==> config.mk <==
export PLATFORM = sky130hd
export DESIGN_NAME = m68k_bus_responder
export DESIGN_NICKNAME = d
export VERILOG_FILES = /design/src/rtl/m68k_bus_responder.sv
export SDC_FILE = /design/constraint.sdc
export NUM_CORES = 1
export LEC_CHECK = 0
export BUFFER_PORTS_ARGS = -buffer_cell sky130_fd_sc_hd__buf_2
export CAP_MARGIN = 30
export CORE_ASPECT_RATIO = 1.75
export CORE_MARGIN = 4
export CORE_UTILIZATION = 45
export DETAILED_ROUTE_END_ITERATION = 7
export MAX_ROUTING_LAYER = met4
export PLACE_DENSITY = 0.76
export SETUP_SLACK_MARGIN = 0.2
export SLEW_MARGIN = 20
export SYNTH_ARGS = -nofsm -noshare
export SYNTH_HDL_FRONTEND = slang
export SYNTH_SLANG_ARGS = --single-unit
export TNS_END_PERCENT = 5
==> constraint.sdc <==
create_clock -name PI_CLK -period 2.8 [get_ports PI_CLK]
set_input_delay 0.56 -clock PI_CLK [delete_from_list [all_inputs] [get_ports PI_CLK]]
set_output_delay 0.56 -clock PI_CLK [all_outputs]
set_load 0.005 [all_outputs]
==> src/rtl/m68k_bus_responder.sv <==
// Target-side 68000 bus agent: decodes an address window, forwards hits to a
// local req/ack port and terminates the bus cycle with DTACK_n or BERR_n.
module m68k_bus_responder #(
  parameter logic [23:0] ADDR_BASE   = 24'hE80000,
  parameter logic [23:0] ADDR_MASK   = 24'hFF0000,
  parameter int unsigned WAIT_STATES = 0,
  parameter int unsigned TIMEOUT     = 255
) (
  input  logic        PI_CLK,
  input  logic        RST,
  input  logic [23:1] M68K_A,
  input  logic [2:0]  M68K_FC,
  input  logic        M68K_AS_n,
  input  logic        M68K_UDS_n,
  input  logic        M68K_LDS_n,
  input  logic        M68K_RW,
  input  logic [15:0] M68K_D_IN,
  output logic [15:0] M68K_D_OUT,
  output logic        M68K_D_OE,
  output logic        M68K_DTACK_n,
  output logic        M68K_BERR_n,
  output logic        LOC_REQ,
  output logic        LOC_WE,
  output logic [23:1] LOC_ADDR,
  output logic [1:0]  LOC_BE,
  output logic [15:0] LOC_WDATA,
  input  logic [15:0] LOC_RDATA,
  input  logic        LOC_ACK,
  input  logic        LOC_ERR
);

  localparam logic [7:0] TO_LAST = 8'(TIMEOUT - 1);
  localparam logic [3:0] WS_LAST = (WAIT_STATES == 0) ? 4'd0 : 4'(WAIT_STATES - 1);

  typedef enum logic [2:0] {
    S_IDLE, S_DECODE, S_LOCAL, S_WAIT, S_ACK, S_IGNORE
  } state_t;

  state_t      state_q;
  logic [1:0]  as_sync_q, uds_sync_q, lds_sync_q;
  logic [23:1] addr_q;
  logic [2:0]  fc_q;
  logic        rw_q;
  logic [15:0] wdata_q;
  logic [1:0]  be_q;
  logic        we_q;
  logic        req_q;
  logic [15:0] dout_q;
  logic        oe_q;
  logic        dtack_n_q;
  logic        berr_n_q;
  logic [7:0]  tmo_q;
  logic [3:0]  ws_q;
  logic        err_q;
  logic        abort_q;

  logic as_s, uds_s, lds_s;
  logic hit, tmo_hit, loc_done, loc_fail;

  assign as_s  = as_sync_q[1];
  assign uds_s = uds_sync_q[1];
  assign lds_s = lds_sync_q[1];

  // Bit 0 of the window base is a byte lane, not part of the decode.
  assign hit = ((({addr_q, 1'b0} & ADDR_MASK) == ({ADDR_BASE[23:1], 1'b0} & ADDR_MASK))
               && (fc_q != 3'b111));

  assign tmo_hit  = (tmo_q == TO_LAST);
  assign loc_done = LOC_ACK | LOC_ERR | tmo_hit;
  // Error wins over ack; a bare timeout is also an error.
  assign loc_fail = LOC_ERR | ~LOC_ACK;

  always_ff @(posedge PI_CLK or posedge RST) begin
    if (RST) begin
      as_sync_q  <= 2'b11;
      uds_sync_q <= 2'b11;
      lds_sync_q <= 2'b11;
    end else begin
      as_sync_q  <= {as_sync_q[0],  M68K_AS_n};
      uds_sync_q <= {uds_sync_q[0], M68K_UDS_n};
      lds_sync_q <= {lds_sync_q[0], M68K_LDS_n};
    end
  end

  always_ff @(posedge PI_CLK or posedge RST) begin
    if (RST) begin
      state_q   <= S_IDLE;
      addr_q    <= '0;
      fc_q      <= '0;
      rw_q      <= 1'b1;
      wdata_q   <= '0;
      be_q      <= '0;
      we_q      <= 1'b0;
      req_q     <= 1'b0;
      dout_q    <= '0;
      oe_q      <= 1'b0;
      dtack_n_q <= 1'b1;
      berr_n_q  <= 1'b1;
      tmo_q     <= '0;
      ws_q      <= '0;
      err_q     <= 1'b0;
      abort_q   <= 1'b0;
    end else begin
      case (state_q)
        S_IDLE: begin
          // Writes only qualify once a data strobe is low, so D_IN is valid.
          if (!as_s && (!uds_s || !lds_s)) begin
            addr_q  <= M68K_A;
            fc_q    <= M68K_FC;
            rw_q    <= M68K_RW;
            wdata_q <= M68K_D_IN;
            be_q    <= {~uds_s, ~lds_s};
            state_q <= S_DECODE;
          end
        end
        S_DECODE: begin
          if (hit) begin
            req_q   <= 1'b1;
            we_q    <= ~rw_q;
            tmo_q   <= '0;
            abort_q <= as_s;
            state_q <= S_LOCAL;
          end else begin
            state_q <= S_IGNORE;
          end
        end
        S_LOCAL: begin
          if (loc_done) begin
            req_q <= 1'b0;
            err_q <= loc_fail;
            if (rw_q && LOC_ACK && !LOC_ERR) dout_q <= LOC_RDATA;
            if (abort_q || as_s) begin
              state_q <= S_IDLE;
            end else if (WAIT_STATES == 0) begin
              if (loc_fail) begin
                berr_n_q <= 1'b0;
              end else begin
                dtack_n_q <= 1'b0;
                oe_q      <= rw_q;
              end
              state_q <= S_ACK;
            end else begin
              ws_q    <= '0;
              state_q <= S_WAIT;
            end
          end else begin
            tmo_q   <= tmo_q + 8'd1;
            abort_q <= abort_q | as_s;
          end
        end
        S_WAIT: begin
          if (as_s) begin
            state_q <= S_IDLE;
          end else if (ws_q == WS_LAST) begin
            if (err_q) begin
              berr_n_q <= 1'b0;
            end else begin
              dtack_n_q <= 1'b0;
              oe_q      <= rw_q;
            end
            state_q <= S_ACK;
          end else begin
            ws_q <= ws_q + 4'd1;
          end
        end
        S_ACK: begin
          if (as_s) begin
            dtack_n_q <= 1'b1;
            berr_n_q  <= 1'b1;
            oe_q      <= 1'b0;
            state_q   <= S_IDLE;
          end
        end
        S_IGNORE: begin
          if (as_s) state_q <= S_IDLE;
        end
        default: state_q <= S_IDLE;
      endcase
    end
  end

  assign M68K_D_OUT   = dout_q;
  assign M68K_D_OE    = oe_q;
  assign M68K_DTACK_n = dtack_n_q;
  assign M68K_BERR_n  = berr_n_q;
  assign LOC_REQ      = req_q;
  assign LOC_WE       = we_q;
  assign LOC_ADDR     = addr_q;
  assign LOC_BE       = be_q;
  assign LOC_WDATA    = wdata_q;

endmodule

# Yosys cells after proc, flatten, opt, wreduce, memory -nomap -nowiden

Index checks and enable logic that the tools add are counted.

Bits in registers: 89
Latch bits: 0
Memory bits (writable): 0
Memory bits (read-only): 0
Input bits: 66
Output and inout bits: 62
Memories kept: 0

Add/sub/neg operators: 2
$mul: 0
Divide/modulo/power cells: 0
$lt $le $gt $ge: 0
Equality and inequality tests: 22
Shift-type cells: 0
Multiplexer cells: 40
Bitwise gates (word level): 10
Reduce and logical (&&, ||, !) cells: 25

Operators with widths:

| cell                                                            | count |
|---|---|
| 1-bit 2-to-1 mux                                                | 24 |
| 2-bit inequality test, second input constant                    | 12 |
| 3-bit 2-to-1 mux                                                | 7 |
| 8-bit == test, second input constant                            | 2 |
| 8-bit 2-to-1 mux                                                | 2 |
| 8-bit case mux with 2 select lines                              | 1 |
| 8-bit AND reduction                                             | 2 |
| 3-bit case mux with 5 select lines                              | 1 |
| 3-bit AND reduction                                             | 4 |
| 1-bit case mux with 3 select lines                              | 3 |
| 8-bit by 1-bit adder with 8-bit output, second input constant   | 1 |
| 3-bit by 2-bit == test with 1-bit output, second input constant | 2 |
| 3-bit == test, second input constant                            | 2 |
| 3-bit inequality test, second input constant                    | 2 |
| 1-bit NOT                                                       | 6 |
| 2-bit AND reduction                                             | 3 |
| 4-bit by 1-bit adder with 4-bit output, second input constant   | 1 |
| 1-bit logical AND                                               | 4 |
| 1-bit zero test                                                 | 4 |
| 4-bit zero test                                                 | 1 |
| 1-bit bitwise OR                                                | 4 |
| 1-bit case mux with 2 select lines                              | 2 |
| 4-bit AND reduction                                             | 1 |
| 3-bit by 1-bit == test with 1-bit output, second input constant | 1 |
| 6 further kinds                                                 | 7 |

# Depth between registers and ports, before layout

Gate-level depths: netlist (run 1).

Depth in word-level cells: 6
Gate-level depth with buffers: 7
Mapped depth without buffers: 7

# Worst setup path after synthesis (run 1)

OpenSTA, ideal clock, no wires.

Path type: reg2reg
Start point: register addr_q (netlist bit LOC_ADDR[17])
End point: register state_q[0]
Data arrival time: 1.659 ns
Setup slack: 1.016 ns
Stages on the path, launching flop included: 5
Path through: dfrtp_1 > or4b_4 > a311oi_4 > a21boi_1 > mux2_2

Longest elaborated chain between the ends: 4

RTL lines:

| item                               | line | source |
|---|---|---|
| from (decl)                        | 41   | `logic [23:1] addr_q;` |
| from (signal assigned)             | 88   | `addr_q <= '0;` |
| from (signal assigned)             | 108  | `addr_q <= M68K_A;` |
| 8-bit == test                      | 65   | `assign hit = ((({addr_q, 1'b0} & ADDR_MASK) == ({ADDR_BASE[23:1], 1'b0} & ADDR_MASK))` |
| 1-bit logical AND                  | 66   | `&& (fc_q != 3'b111));` |
| 3-bit 2-to-1 mux                   | 117  | `if (hit) begin` |
| 3-bit case mux with 5 select lines | 104  | `case (state_q)` |
| to (signal assigned)               | 113  | `state_q <= S_DECODE;` |
| to (signal assigned)               | 122  | `state_q <= S_LOCAL;` |
| to (signal assigned)               | 124  | `state_q <= S_IGNORE;` |
| to (decl)                          | 39   | `state_t state_q;` |

Every way passes these cells.
A chain may end at the register's enable or synchronous reset.

# Worst setup path in the final report (run 1)

Start point: register state_q[2]
End point: register addr_q (netlist bit LOC_ADDR[23])

Longest elaborated chain between the ends: 2

RTL lines:

| item                          | line | source |
|---|---|---|
| from (signal assigned)        | 87   | `state_q <= S_IDLE;` |
| from (signal assigned)        | 113  |  |
| from (signal assigned)        | 122  |  |
| 3-bit zero test               | 104  |  |
| 2-bit AND reduction (no line) | --   |  |

Every way passes these cells.

==> key figures, run 1 <==
Run status
  • Status: finished, final reports clean

Global route
  • Number of global-route vias before repair: 2695
  • Total grt overflow: 0
  • All-Layer GR Usage: 0.173
  • Largest net degree at the start of global routing: 58
  • Initial antenna violation count: 0
  • First-pass GRT wire length: 12800 um

Timing
  • Max Freq: 498 MHz
  • Final Hold Viols: 0
  • Slew HR: 0.612
  • Max-slew violation count: 0
  • RSZ-0062 raised after global routing: false
  • Fin crit share: 0.717
  • Period minus WS final: 2.01 ns
  • Worst-Margin Slew: 0.581 ns
  • Final setup fails: 0
  • Sum Neg Setup Slack: 0 ns
  • Setup Skew: 0.00270 ns

Critical path
  • Setup CP Type: reg2reg
  • Critical Path Sink Type: register
  • Worst path slowest cell: dfrtp_1
  • CP peak stage delay: 0.49 ns
  • Worst-path fanout max: 30
  • Worst-path cell chain: nor2_2, nand3_2, buf_12, mux2_2
  • Critical path startpoint category: register
  • Critical path's top delay family: simple AND/OR/NAND/NOR gates
  • Worst path bufs/invs: 1
  • Worst path required time: 3.01 ns
  • Worst EP arrival: 2.22 ns

Detailed routing
  • WL met3: 298 um
  • Number of vias per cell: 5.26
  • Detailed Routing Iterations Pass 1: 4
  • DR WL/cell: 16.2 um
  • DRC: 0
  • Via count: 2627
  • Detailed Route WL: 8070 um
  • M1 WL: 2950 um
  • Initial DRC count: 206
  • Routed Antenna Nets: 0
  • Met2 WL: 4560 um
  • Top sig layer: met4

Logic synthesis
  • Flops & latches, synth: 89
  • Cells after Synth: 275
  • Top FF cell, synth: dfrtp_1
  • Warnings from Yosys: 0
  • Synth top area share: 0.539
  • Number of distinct library cells after synthesis: 42
  • Mapped Nets: 345
  • Async SR Flop Fraction: 1.00
  • Post-Synthesis Cell Area: 3710 um2
  • Synth area leader: dfrtp_1
  • Post-synth EDFFs: 0
  • Synth top area cells: dfrtp_1 (54%), mux2_2 (19%), dfstp_2 (6.4%), nand2_1 (1.4%), ha_1 (1.3%)
  • Mapped Avg Cell Area: 13.5 um2
  • Sequential share of the synthesized area: 0.603

Die
  • Core area: 7960 um2
  • Die ar.: 9820 um2
  • Chip Width: 76.7 um
  • # rows: 43
  • # IOs: 128
  • Starting Density: 0.466
  • Chip Height: 128 um

Clock network
  • H-tree depth: 3
  • Latest clock arrival within the worst-skew pair: 0.33 ns
  • Worst-path clk slew: 0.06 ns
  • CTS tree: done
  • Root Driver: clkbuf_16
  • Cts-stage hold buffer count: 0
  • # resized after CTS: 0
  • Postcts setup bufs: 0
  • Clock Sink Count: 89
  • Cts bufs inserted: 9
  • CTS max path bufs: 2

Final layout
  • Diode count: 0
  • Post-route design area: 4730 um2
  • Net count, final: 475
  • Area Overhead vs Synth: 27.3%
  • Layout cells sized above 1: 0.553

Placed design
  • Placed inst area: 4460 um2
  • Placer Congestion: 0.815
  • Buffers on Ports: 127
  • Post-DP HPWL: 6150 um

Worst hold path
  • Worst Hold Class: in2async

Power
  • Worst vdd rail ir drop: 0.566 mV
  • Power Density: 888 nW/um2
  • Leakage: 2.32 nW

Job
  • Max-Cap Viols: 0
==> final cells by class <==
class,count,area (um2)
Fill cell,661,3240
Tap cell,90,113
Inverter,7,30.0
Clock inverter,3,17.5
Timing Repair Buffer,130,683
Sequential cell,89,2240
Multi-Input combinational cell,168,1400
Clock buffer,12,246
==> sequential cells by signal, indices dropped and copies added, names as in the netlist, 2 cells and up <==
signal,cells
LOC_ADDR,23
LOC_WDATA,16
M68K_D_OUT,16
tmo_q,8
ws_q,4
fc_q,3
state_q,3
LOC_BE,2
as_sync_q,2
lds_sync_q,2
uds_sync_q,2
==> path summary, 6_finish.rpt <==
path / startpoint / depth (start not counted) / slack [ns] / to
max reg2reg: state_q[2] / 4 / 0.79 / LOC_ADDR[23]
min in group PI_CLK: M68K_LDS_n / 1 / 0.32 / lds_sync_q[0]
min reg2reg: uds_sync_q[0] / 0 / 0.36 / uds_sync_q[1]
max: state_q[2] / 4 / 0.79 / LOC_ADDR[23]
max in group asynchronous: RST / 3 / 1.80 / rw_q
min: RST / 2 / 0.28 / LOC_ADDR[2]
==> report_power, final <==
part | internal (mW) | total, mW | switching (mW) | leakage [nW]
Clock | 0.618 | 1.08 | 0.465 | 0.128
Combinational | 0.668 | 1.13 | 0.464 | 1.10
Sequential | 1.71 | 1.98 | 0.275 | 1.09
Total | 2.99 | 4.20 | 1.20 | 2.32
==> cell usage in the layout (no fill, tap or decap), drive strengths merged, types with 2 or more instances in the layout <==
cell type and instances:
a211oi 2, a21oi 6, a31oi 4, and2 2, and3 3, buf 130
clkbuf 12, clkinv 2, clkinvlp 2, dfrtp 80, dfstp 9, ha 4
inv 6, mux2 62, nand2 15, nand2b 5, nand3 8, nand4 5
nor2 12, nor2b 4, nor3b 4, o211ai 2, o21ai 13, o22a 2
xnor2 4
==> routing by layer <==
layer / vias to the layer above / track usage
li1: 1232 / -
met1: 1294 / 0.179
met2: 80 / 0.306
met5: - / -
met4: 0 / 0.0971
met3: 21 / 0.0345
==> cell usage after synthesis, drive strengths merged (5+ instances only) <==
master / n
dfrtp: 80
mux2: 62
nand2: 15
o21ai: 13
nor2: 12
dfstp: 9
buf: 8
nand3: 8
inv: 7
a21oi: 6
nand2b: 5
nand4: 5
==> through the flow <==
step / hold slack (ns) / std cells / utilization / total power [mW] / setup WS, ns
final: 0.283 / 499 / 0.594 / 4.20 / 0.793
after global routing: 0.308 / 499 / 0.594 / 4.43 / 0.707
after CTS: 0.294 / 499 / 0.594 / 4.25 / 0.802
after detailed placement: 0.347 / 484 / 0.560 / 3.16 / 0.828
after global placement: 0.345 / 484 / 0.560 / 3.10 / 0.836
after floorplan: 0.345 / 275 / - / 2.60 / 1.02
==> cells by family after synthesis <==
logic type | count (synthesis) | synth area share
flip-flops | 89 | 0.603
multiplexers | 62 | 0.188
AND/OR/NAND/NOR | 62 | 0.0940
AO/OA/AOI/OAI | 35 | 0.0681
buffers and inverters | 18 | 0.0216
XOR/XNOR | 5 | 0.0118
adder cells (fa/ha/maj) | 4 | 0.0135
(Power assumes the default switching activity.)
==> inputs of run 2 (changes only) <==
ABC_AREA = 1   (was unset)
PLACE_DENSITY = 0.75   (was 0.76)
clock period = 1.7 ns   (was 2.8 ns; I/O delays follow)
==> key figures, run 2 <==
Run status
  • Status: finished, final reports clean

Final layout
  • Fillers: 720
  • Post-route design area: 5030 um2
  • Area Overhead vs Synth: 31.1%
  • Diode count: 0
  • Multi-input logic area: 1290 um2
  • Layout cells sized above 1: 0.312
  • Largest register FFs: 23
  • Most common cell after layout, fill and taps aside: nand2_1
  • Net count, final: 646
  • Most frequent cells in the layout: nand2_1 (137), buf_2 (127), dfrtp_1 (79), inv_1 (60), o21ai_1 (44)
  • Register area: 2240 um2

Critical path
  • Worst path required time: 1.93 ns
  • Reg2reg path depth: 11
  • Critical Path Sink Type: register
  • Worst-path cell chain: inv_1, ha_1, nand2_1, nor2_1, nand2_1, nand3_4, nand2_2, inv_2, nand2_1, nand2_1, nand2_1
  • Worst EP arrival: 1.68 ns
  • Setup CP Type: reg2reg
  • Critical path startpoint category: register
  • Critical path's top delay family: simple AND/OR/NAND/NOR gates
  • R2R Path End: M68K_D_OE
  • Most frequent CP cell: nand2_1
  • R2r startpoint: tmo_q[0]
  • Worst-path fanout max: 7
  • Worst path slowest cell: dfrtp_1
  • Worst path bufs/invs: 2
  • Reg2Reg Setup Slack: 0.25 ns
  • CP peak stage delay: 0.39 ns

Placed design
  • Placed inst area: 4620 um2
  • Placer Congestion: 0.822
  • Post-DP HPWL: 6410 um
  • Buffers on Ports: 127

Timing
  • Fin crit share: 0.854
  • RSZ-0062 raised after global routing: true
  • Sum Neg Setup Slack: 0 ns
  • Max Freq: 689 MHz
  • Worst-Margin Slew: 0.382 ns
  • Slew HR: 0.746
  • Max-slew violation count: 0
  • Period minus WS final: 1.45 ns
  • Final setup fails: 0
  • Final Hold Viols: 0
  • Setup Skew: 0.00598 ns

Logic synthesis
  • Post-synthesis simple-gate area fraction: 0.236
  • Sequential share of the synthesized area: 0.583
  • Top FF cell, synth: dfrtp_1
  • Warnings from Yosys: 0
  • Synth top area cells: dfrtp_1 (52%), nand2_1 (13%), dfstp_2 (6.2%), inv_1 (6.0%), o21ai_1 (5.7%)
  • Post-Synthesis Cell Area: 3840 um2
  • Cells after Synth: 442
  • Mapped Avg Cell Area: 8.68 um2
  • Synth area leader: dfrtp_1
  • Adder-cell share of the synthesized area: 0.0130
  • Post-synth EDFFs: 0
  • Mapped Nets: 512
  • Commonest cells in the netlist: nand2_1 (137), dfrtp_1 (80), inv_1 (61), o21ai_1 (44), nand3_1 (33)
  • Mux share of post-synthesis cell area: 0
  • Flops & latches, synth: 89
  • Largest family of logic cells by synthesized area: simple AND/OR/NAND/NOR gates
  • Number of distinct library cells after synthesis: 28
  • Async SR Flop Fraction: 1.00
  • Synth Area in XOR/XNOR: 0.00685
  • Top-count cell post-synth: nand2_1
  • Synth top area share: 0.522
  • Compound-Gate Fraction of Synth Area: 0.0750

Clock network
  • Worst-path clk slew: 0.06 ns
  • H-tree depth: 3
  • Root Driver: clkbuf_16
  • CTS max path bufs: 2
  • Clock Sink Count: 89
  • Latest clock arrival within the worst-skew pair: 0.34 ns
  • Cts bufs inserted: 9
  • CTS tree: done

Power
  • Power Density: 1440 nW/um2
  • Worst vdd rail ir drop: 0.943 mV
  • Leakage: 2.85 nW
  • Total power: 7.25 mW

Detailed routing
  • DR WL/cell: 12.6 um
  • DRC: 0
  • Via count: 3282
  • Initial DRC count: 209
  • Number of vias per cell: 4.72
  • Detailed Routing Iterations Pass 1: 4
  • Routed Antenna Nets: 0
  • Detailed Route WL: 8790 um

Worst hold path
  • Worst Hold Class: in2reg
  • HP Start: M68K_UDS_n
  • Hold depth: 1
  • Hold worst-path end: uds_sync_q[0]

Die
  • # rows: 44
  • Die ar.: 10100 um2
  • Core area: 8310 um2
  • Chip Height: 130 um
  • # IOs: 128
  • Starting Density: 0.461
  • Chip Width: 77.8 um

Global route
  • All-Layer GR Usage: 0.184
  • Largest net degree at the start of global routing: 77
  • Initial antenna violation count: 0
  • First-pass GRT wire length: 14300 um
  • Number of global-route vias before repair: 3256
  • Total grt overflow: 0

Job
  • Max-Cap Viols: 0
[run 2: worst register-to-register path, stage by stage (launching register included)]
cell	delay [ns]
dfrtp_1	0.39
inv_1	0.10
ha_1	0.16
nand2_1	0.05
nor2_1	0.10
nand2_1	0.11
nand3_4	0.14
nand2_2	0.06
inv_2	0.07
nand2_1	0.06
nand2_1	0.06
nand2_1	0.05
[run 2: timing repair]
action,CTS,global route
buffers inserted,0,2
resized for setup,0,5
hold buffers,1,0
endpoints found under the setup margin,0,46
endpoints found under the hold margin,8,0
[run 2: per-layer routing]
metal | global-route usage | part of all wire | up-vias
met2 | 0.300 | 0.50 | 110
met3 | 0.0456 | 0.054 | 27
li1 | - | - | 1646
met5 | - | 0 | -
met4 | 0.0954 | 0.029 | 0
met1 | 0.209 | 0.41 | 1499
[run 2: cell type report]
class	instances	area share
clock inverter	6	0.0179
clock buffer	10	0.0475
inverter	67	0.0508
sequential	89	0.445
multi-input combinational	272	0.257
timing repair buffer	137	0.153
tap	115	0.0286
[run 2: logic make-up (layout without fill, tap and decap cells)]
family          count (synthesis)  after routing
compound gates                 57             57
flops                          89             89
fa+ha+maj                       4              4
xor+xnor                        3              3
simple gates                  208            208
buf+inv                        81            220
[run 2: power breakdown]
| part | internal (mW) | switching, mW |
|---|---|---|
| combinational | 0.871 | 1.02 |
| sequential | 2.76 | 0.437 |
| clock | 1.33 | 0.821 |
| total | 4.97 | 2.28 |
[run 2: through the flow]
| stage | hold slack [ns] | util | setup WS (ns) | std cells |
|---|---|---|---|---|
| floorplan | 0.344 | - | 0.332 | 442 |
| global placement | 0.311 | 0.556 | 0.276 | 676 |
| detailed placement | 0.322 | 0.556 | 0.242 | 676 |
| CTS | 0.0840 | 0.597 | 0.225 | 693 |
| global route | 0.0830 | 0.605 | 0.147 | 696 |
| finish | 0.0975 | 0.605 | 0.249 | 696 |
[run 2: worst max path at each step]
stage	endpoint	start	slack [ns]	depth (start not counted)
finish	M68K_D_OE	tmo_q[0]	0.25	11
global route	ws_q[2]	state_q[2]	0.15	7
CTS	M68K_D_OE	tmo_q[0]	0.22	11
global placement	state_q[0]	state_q[2]	0.28	8
detailed placement	M68K_D_OE	tmo_q[0]	0.24	11
floorplan	LOC_ADDR[10]	RST	0.33	1
==> inputs of run 3 (changes only) <==
ABC_AREA = unset   (was 1)
PLACE_DENSITY = 0.76   (was 0.75)
SKIP_CTS_REPAIR_TIMING = 1   (was unset)
==> key figures, run 3 (same netlist as run 1, synthesis figures left out) <==
Run status
  • Status: finished with violations
  • Failing checks: hold timing, setup timing

Power
  • Power Density: 1430 nW/um2
  • Leakage: 2.46 nW
  • Total power: 7.15 mW
  • Worst vdd rail ir drop: 1.10 mV

Critical path
  • Critical path startpoint category: register
  • Worst EP arrival: 1.96 ns
  • Worst path required time: 1.92 ns
  • Critical Path Sink Type: register
  • Setup CP Type: reg2reg
  • Worst-path fanout max: 6

Detailed routing
  • DRC: 0
  • Routed Antenna Nets: 0
  • Initial DRC count: 93
  • Via count: 2726
  • Number of vias per cell: 5.19
  • Detailed Route WL: 8330 um
  • Detailed Routing Iterations Pass 1: 4
  • DR WL/cell: 15.9 um

Final layout
  • Largest register FFs: 23
  • Layout cells sized above 1: 0.595
  • Diode count: 0
  • Final Non-Filler Cells: 525
  • Most frequent cells in the layout: buf_2 (127), dfrtp_1 (79), mux2_2 (62), buf_4 (22), nand2_1 (13)
  • Final Core Density: 0.627
  • Area Overhead vs Synth: 34.5%
  • Net count, final: 500
  • Most common cell after layout, fill and taps aside: buf_2
  • Fillers: 653

Clock network
  • Root Driver: clkbuf_16
  • Clock Sink Count: 89
  • Cts bufs inserted: 9
  • Latest clock arrival within the worst-skew pair: 0.33 ns
  • CTS max path bufs: 2
  • Worst-path clk slew: 0.07 ns
  • CTS tree: done
  • H-tree depth: 3

Timing
  • Period minus WS final: 1.75 ns
  • Slew HR: 0.738
  • Setup Skew: 0.0108 ns
  • Final Hold Viols: 9
  • RSZ-0062 raised after global routing: true
  • Final setup margin: -0.0464 ns
  • Max-slew violation count: 0
  • Final setup fails: 7
  • Max Freq: 573 MHz
  • Fin Hold WS: -0.00998 ns
  • Fin crit share: 1.03
  • Worst-Margin Slew: 0.392 ns
  • Sum Neg Setup Slack: -0.151 ns

Die
  • # IOs: 128
  • Die ar.: 9820 um2
  • Chip Width: 76.7 um
  • Starting Density: 0.466
  • Chip Height: 128 um
  • Core area: 7960 um2
  • # rows: 43

Global route
  • Top Usage Layer GRT: met2
  • First-pass GRT wire length: 13400 um
  • Largest net degree at the start of global routing: 40
  • All-Layer GR Usage: 0.176
  • Number of global-route vias before repair: 2907
  • GRT met2 Usage: 0.322
  • Total grt overflow: 0
  • Grt met3 use: 0.0295
  • Met1 usage: 0.180
  • Initial antenna violation count: 0

Job
  • Max-Cap Viols: 0

Placed design
  • Buffers on Ports: 127
  • Placer Congestion: 0.921
  • Post-DP HPWL: 6340 um
  • Placed cells: 507

Worst hold path
  • Worst Hold Class: in2async
## run 3: cell count changes in the layout (fill, tap and decap cells not counted), sizes merged, moves of 4 or more
cell / previous run / this run
nand2: 140 / 15
mux2: 0 / 62
inv: 67 / 6
o21ai: 51 / 13
nand3: 35 / 8
buf: 135 / 155
nor2: 23 / 12
nand2b: 0 / 5
a31oi: 0 / 4
nor2b: 0 / 4
nor3: 5 / 1
## run 3: final timing paths
kind	start	endpoint	slack, ns	cells past startpoint
min reg2reg	uds_sync_q[0]	uds_sync_q[1]	0.35	0
max reg2reg	LOC_ADDR[17]	tmo_q[4]	-0.05	6
min	RST	LOC_ADDR[10]	-0.01	2
min in group PI_CLK	M68K_UDS_n	uds_sync_q[0]	0.10	1
max in group asynchronous	RST	LOC_ADDR[19]	1.12	3
max	LOC_ADDR[17]	tmo_q[4]	-0.05	6
## run 3: layout make-up
cell class	instances	area, um2	share of cell area
inverter	7	30.0	0.00601
clock inverter	3	18.8	0.00376
clock buffer	13	250	0.0501
multi-input combinational	168	1460	0.292
tap	90	113	0.0226
sequential	89	2240	0.449
timing repair buffer	155	886	0.177
## run 3: power breakdown
group	internal [mW]	switching, mW
Sequential	2.81	0.414
Combinational	1.26	0.873
Clock	1.03	0.760
## run 3: metal layers
metal  part of all wire  vias up
li1                   -     1283
met1               0.36     1350
met2               0.58       76
met3              0.036       17
met4              0.024        0
met5                  0        -
## run 3: critical path: stages, from the launching register on
cell and delay (ns):
dfrtp_1 0.37, or4b_4 0.55, a311oi_4 0.22, buf_6 0.16, a31oi_4 0.11, o21ai_1 0.14
o21ai_1 0.07
## run 3: metrics by stage
stage | worst slack, ns | instance area [um2]
2_1_floorplan | -0.0837 | 3720
3_3_place_gp | -0.146 | 4640
3_5_place_dp | -0.191 | 4640
4_1_cts | -0.204 | 4900
5_1_grt | -0.101 | 4990
6_report | -0.0464 | 4990
